--- src/rtl/crypto_cmd_sequencer.sv ---
// crypto_cmd_sequencer: frames one header byte plus BLOCK_BYTES operand bytes
// from an inbound byte stream, launches a block-wide crypto core with a single
// start pulse, waits for completion under a timeout, then streams the result
// block back out byte-by-byte under valid/ready.
module crypto_cmd_sequencer #(
    parameter int BLOCK_BYTES    = 16,
    parameter int TIMEOUT_CYCLES = 1024
) (
    input  logic                     clk,
    input  logic                     rst_n,
    input  logic [7:0]               in_data,
    input  logic                     in_valid,
    output logic                     in_ready,
    output logic [7:0]               out_data,
    output logic                     out_valid,
    input  logic                     out_ready,
    output logic [1:0]               core_op,
    output logic [8*BLOCK_BYTES-1:0] core_din,
    output logic                     core_start,
    input  logic                     core_busy,
    input  logic                     core_done,
    input  logic [8*BLOCK_BYTES-1:0] core_dout,
    output logic                     busy,
    output logic                     err
);

    localparam int CNT_W = $clog2(BLOCK_BYTES);
    localparam int TMR_W = $clog2(TIMEOUT_CYCLES);
    localparam logic [CNT_W-1:0] LAST_BYTE = CNT_W'(BLOCK_BYTES - 1);
    localparam logic [TMR_W-1:0] LAST_TICK = TMR_W'(TIMEOUT_CYCLES - 1);

    typedef enum logic [2:0] {
        S_IDLE,
        S_LOAD,
        S_START,
        S_WAIT,
        S_DRAIN
    } state_t;

    state_t                   r_state;
    state_t                   w_state_nxt;
    logic [8*BLOCK_BYTES-1:0] r_buf;
    logic [CNT_W-1:0]         r_byte_cnt;
    logic [TMR_W-1:0]         r_timer;
    logic [1:0]               r_core_op;
    logic                     r_err;

    logic w_last_byte;
    logic w_hdr_ok;
    logic w_hdr_bad;
    logic w_load_wr;
    logic w_done_take;
    logic w_timeout;
    logic w_drain_xfer;

    // The byte counter doubles as the LOAD write pointer and the DRAIN read pointer.
    assign w_last_byte = (r_byte_cnt == LAST_BYTE);

    // Datapath outputs come straight from registers; busy is a pure state decode.
    assign busy     = (r_state != S_IDLE);
    assign err      = r_err;
    assign core_op  = r_core_op;
    assign core_din = r_buf;
    assign out_data = r_buf[{r_byte_cnt, 3'b000} +: 8];

    // State register: the only control state in the block.
    always_ff @(posedge clk or negedge rst_n) begin
        // NOTE: sequential state is updated with non-blocking assignments so every register samples pre-edge values.
        if (!rst_n) begin
            r_state <= S_IDLE;
        end else begin
            r_state <= w_state_nxt;
        end
    end

    // Next-state logic, handshake outputs and datapath strobes decoded from state.
    always_comb begin
        // NOTE: every signal driven here gets a default first so no path can infer a latch.
        w_state_nxt  = r_state;
        in_ready     = 1'b0;
        out_valid    = 1'b0;
        core_start   = 1'b0;
        w_hdr_ok     = 1'b0;
        w_hdr_bad    = 1'b0;
        w_load_wr    = 1'b0;
        w_done_take  = 1'b0;
        w_timeout    = 1'b0;
        w_drain_xfer = 1'b0;
        case (r_state)
            S_IDLE: begin
                in_ready = 1'b1;
                if (in_valid) begin
                    if (in_data[7:4] == 4'hA && in_data[3:2] == 2'b00) begin
                        w_hdr_ok    = 1'b1;
                        w_state_nxt = S_LOAD;
                    end else begin
                        w_hdr_bad = 1'b1;
                    end
                end
            end
            S_LOAD: begin
                in_ready = 1'b1;
                if (in_valid) begin
                    w_load_wr = 1'b1;
                    if (w_last_byte) begin
                        w_state_nxt = S_START;
                    end
                end
            end
            S_START: begin
                core_start = !core_busy;
                if (!core_busy) begin
                    w_state_nxt = S_WAIT;
                end
            end
            S_WAIT: begin
                // Completion takes priority over a timeout landing in the same cycle.
                if (core_done) begin
                    w_done_take = 1'b1;
                    w_state_nxt = S_DRAIN;
                end else if (r_timer == LAST_TICK) begin
                    w_timeout   = 1'b1;
                    w_state_nxt = S_IDLE;
                end
            end
            S_DRAIN: begin
                out_valid = 1'b1;
                if (out_ready) begin
                    w_drain_xfer = 1'b1;
                    if (w_last_byte) begin
                        w_state_nxt = S_IDLE;
                    end
                end
            end
            default: begin
                w_state_nxt = S_IDLE;
            end
        endcase
    end

    // Block buffer: filled byte-wise in LOAD, replaced wholesale on core completion.
    always_ff @(posedge clk or negedge rst_n) begin
        // NOTE: the buffer is reset because it drives core_din and out_data directly and must read as zero after reset.
        if (!rst_n) begin
            r_buf <= '0;
        end else if (w_load_wr) begin
            r_buf[{r_byte_cnt, 3'b000} +: 8] <= in_data;
        end else if (w_done_take) begin
            r_buf <= core_dout;
        end
    end

    // Byte pointer: cleared on entry to LOAD/DRAIN, held at the last index on exit.
    always_ff @(posedge clk or negedge rst_n) begin
        if (!rst_n) begin
            r_byte_cnt <= '0;
        end else if (w_hdr_ok || w_done_take) begin
            r_byte_cnt <= '0;
        end else if ((w_load_wr || w_drain_xfer) && !w_last_byte) begin
            r_byte_cnt <= r_byte_cnt + 1'b1;
        end
    end

    // WAIT timer: cleared by the launch pulse, counts each WAIT cycle that neither completes nor times out.
    always_ff @(posedge clk or negedge rst_n) begin
        if (!rst_n) begin
            r_timer <= '0;
        end else if (core_start) begin
            r_timer <= '0;
        end else if (r_state == S_WAIT && !core_done && !w_timeout) begin
            r_timer <= r_timer + 1'b1;
        end
    end

    // Operation select latched from a valid header only; bad headers leave it alone.
    always_ff @(posedge clk or negedge rst_n) begin
        if (!rst_n) begin
            r_core_op <= 2'b00;
        end else if (w_hdr_ok) begin
            r_core_op <= in_data[1:0];
        end
    end

    // Registered error pulse: one cycle after a bad header or a WAIT timeout.
    always_ff @(posedge clk or negedge rst_n) begin
        if (!rst_n) begin
            r_err <= 1'b0;
        end else begin
            r_err <= w_hdr_bad || w_timeout;
        end
    end

endmodule

--- config.mk ---
export PLATFORM = sky130hd
export DESIGN_NAME = crypto_cmd_sequencer
export DESIGN_NICKNAME = d
export VERILOG_FILES = /design/src/rtl/crypto_cmd_sequencer.sv
export SDC_FILE = /design/constraint.sdc
export NUM_CORES = 1
export LEC_CHECK = 0
export CAP_MARGIN = 20
export CORE_MARGIN = 2
export CORE_UTILIZATION = 45
export CTS_CLUSTER_SIZE = 25
export DETAILED_ROUTE_END_ITERATION = 12
export PLACE_DENSITY = 0.87
export SLEW_MARGIN = 20
export SYNTH_ARGS = -nofsm -noshare
export SYNTH_HDL_FRONTEND = slang
export SYNTH_SLANG_ARGS = --single-unit
--- constraint.sdc ---
create_clock -name clk -period 4.03 [get_ports clk]
set_input_delay 1.0075 -clock clk [delete_from_list [all_inputs] [get_ports clk]]
set_output_delay 1.0075 -clock clk [all_outputs]
set_load 0.05 [all_outputs]
==> qor.txt <==
Largest net degree at the start of global routing -> 76
Commonest non-fill, non-tap cell in the layout -> clkdlybuf4s50_1
Post-DP Area -> 0.0119 sq mm
Area grow syn2layout -> 42.9%
First-pass GRT wire length -> 51,000 microns
Remaining global-route overflow -> 0
Simple-Gate Fraction of Synth Area -> 10.3%
Reg-to-Reg End -> core_din[18]
Setup Total Neg Slack -> 0 ps
PortBufs -> 284
Tightest Pin Transition -> 991 ps
Clk_lat worst skew -> 430 ps
Die width -> 144 microns
Worst EP arrival -> 2940 ps
Total die area -> 0.0206 sq mm
Final period util -> 98.1%
Core Rows -> 51
Core Region -> 0.0193 sq mm
Max-slew headroom -> 34.0%
Total power -> 13.0 mW
Post-synthesis cell type count -> 67
Async set or reset register ratio after synthesis -> 100%
Crit end category -> output port
Yosys warning count -> 0
Worst Setup Slack, final -> 78.6 ps
Multiplexer share of the synthesized area -> 18.8%
Syn Std Cell Area -> 0.00876 sq mm
Fraction of layout cells with a size suffix above 1 -> 20.9%
Hold Crit Depth -> 1
Vias in the first global route -> 8,276
Synth Area in Adders -> 0.714%
Die height -> 144 microns
Main flop type after synthesis -> dfrtp_1
Hold EP -> core_op[1]
TritonRoute pass-1 iters -> 5
Max Clock Skew -> 11.6 ps
Outcome -> finished, final reports clean
Reg area -> 0.00371 sq mm
CTS clock-pin slew for the worst setup and hold paths -> 70 ps
Reg-to-reg slack, setup -> 420 ps
Commonest cells after routing, fill and taps aside -> 277 x clkdlybuf4s50_1, 146 x dfrtp_1, 79 x nand2_1, 65 x mux2_2, 42 x a2bb2oi_1
RD Place Congestion -> 0.980
CTS root buf -> clkbuf_16
Worst Reg-to-Reg Cells -> 6
Initial cell density of the core -> 45.4%
Final min period -> 3950 ps
Synth Area in Compound Gates -> 23.1%
Final Cell Area -> 0.0125 sq mm
WHS -> 517 ps
XOR/XNOR Fraction of Synth Area -> 0.200%
Hold-fix buffers, CTS -> 0
DP HPWL -> 25,400 microns
Inserted Diodes -> 0
Peak supply drop -> 0.000580 V
Leakage -> 4.99 nW
Setup Crit Path Kind -> register to output port
TritonCTS Buffers -> 17
Total Routed Length -> 35,000 microns
CTS tree -> done
Final Net Count -> 1,174
RSZ-0062 raised after global routing -> false
IO Pins -> 285
Vias -> 8,531
Mean area per synthesized cell -> 11.4 sq um
Area of the multi-input gates -> 0.00468 sq mm
Max clock buf depth -> 2
DRT antenna net count -> 0
Fillers -> 1,479
DRC viols -> 0
Max H-tree Level -> 4
Final design utilization -> 65.0%
Yosys reg bits -> 148
Worst Path Max Fanout -> 22
CP startpoint kind -> register
CP required -> 3020 ps
Largest family of logic cells by synthesized area -> compound AO/OA/AOI/OAI gates
Number of synthesized flops with an enable pin -> 0
Max Cap Viol -> 0
Routed len/inst -> 26.8 microns
Gr usage total -> 33.9%
Hold WC Path Type -> register to register
Net Count, Synth -> 916
Initial antenna violation count -> 0
Placement Setup Slack -> 383 ps
Clk sinks -> 148
Mapped Cells -> 769
Final count of negative-setup-slack endpoints -> 0
DP Cell Count -> 1,273
DR iter-0 viols -> 996
Via/cell ratio -> 6.54
Register area share after synthesis -> 42.3%
PD cells -> 1040 mW/mm^2
Fmax -> 0.253 GHz
Hold_sp -> core_op[1]
Non-Filler Instances -> 1,305
Fin. max-slew vios -> 0
Worst r2r src -> r_byte_cnt[1]
Hold Violations, Final -> 0
-- what timing repair did --
| action | 4_1_cts | 5_1_grt |
|---|---|---|
| hold endpoints to repair | 0 | 0 |
| setup endpoints to repair | 3 | 0 |
| resized for setup | 1 | 0 |
| setup buffers | 0 | 0 |
-- worst max-delay path, cell delays in order (launching register included) --
cell	delay (ps)
dfrtp_4	670
mux4_2	610
mux4_2	510
clkdlybuf4s50_1	720
-- cells by family (layout without fill, tap and decap cells) --
kind of cell	count (synthesis)	after routing
flip-flops	148	148
AND/OR/NAND/NOR	172	172
multiplexers	106	106
XOR/XNOR	2	2
adder cells (fa/ha/maj)	5	5
buffers and inverters	95	366
AO/OA/AOI/OAI	241	241
-- registers in the layout (all words and copies together), names as in the netlist --
name,cells
err,1
r_byte_cnt,4
core_op,2
r_timer,10
r_state,3
core_din,128
-- area by class of cell --
cell class	instances	share of cell area [%]
tap	265	2.65
inverter	16	0.480
multi-input combinational	526	37.4
clock inverter	11	1.37
timing repair buffer	318	24.8
sequential	148	29.6
clock buffer	21	3.68
-- synth_stat cells, types with 6 or more instances --
cell	number	area share (%)
inv_1	15	0.64
a31o_2	8	0.80
a22o_1	36	3.6
clkbuf_1	50	2.1
mux2_2	65	8.4
a32o_1	32	3.7
o221a_2	6	0.77
a21o_1	9	0.77
o41ai_1	12	1.2
a21oi_1	21	1.2
a221oi_1	8	0.80
nand3_1	17	0.97
o31ai_1	9	0.77
buf_2	15	0.86
nand2_1	79	3.4
mux4_2	40	10
nor2_1	9	0.39
dfrtp_1	148	42
and2_1	6	0.43
a2bb2oi_1	42	4.2
o21ai_0	30	1.7
buf_1	10	0.43
nand4_1	10	0.71
or3_1	8	0.57
-- report_power, final --
group          internal [mW]  leakage, nW  switching, mW  total (mW)
sequential              2.18         1.72           1.02        3.19
clock                   1.07        0.304          0.672        1.75
combinational           3.12         2.96           4.93        8.05
total                   6.37         4.99           6.62        13.0
-- routing by layer --
layer	up-vias	part of all wire, %	track usage [%]
met5	-	0	0
met4	0	4.6	14.7
met3	114	12	9.56
met2	658	47	53.9
met1	4206	36	43.4
li1	3553	-	-
-- worst max path at each step --
stage / from / end / slack [ps] / cells after the start
2_1_floorplan: r_byte_cnt[0] / out_data[0] / 800 / 4
3_3_place_gp: r_byte_cnt[0] / out_data[6] / 430 / 3
3_5_place_dp: r_byte_cnt[0] / out_data[6] / 380 / 3
4_1_cts: r_byte_cnt[0] / out_data[6] / 70 / 3
5_1_grt: r_byte_cnt[0] / out_data[3] / 20 / 3
6_report: r_byte_cnt[0] / out_data[6] / 80 / 3
(Power assumes the default switching activity.)
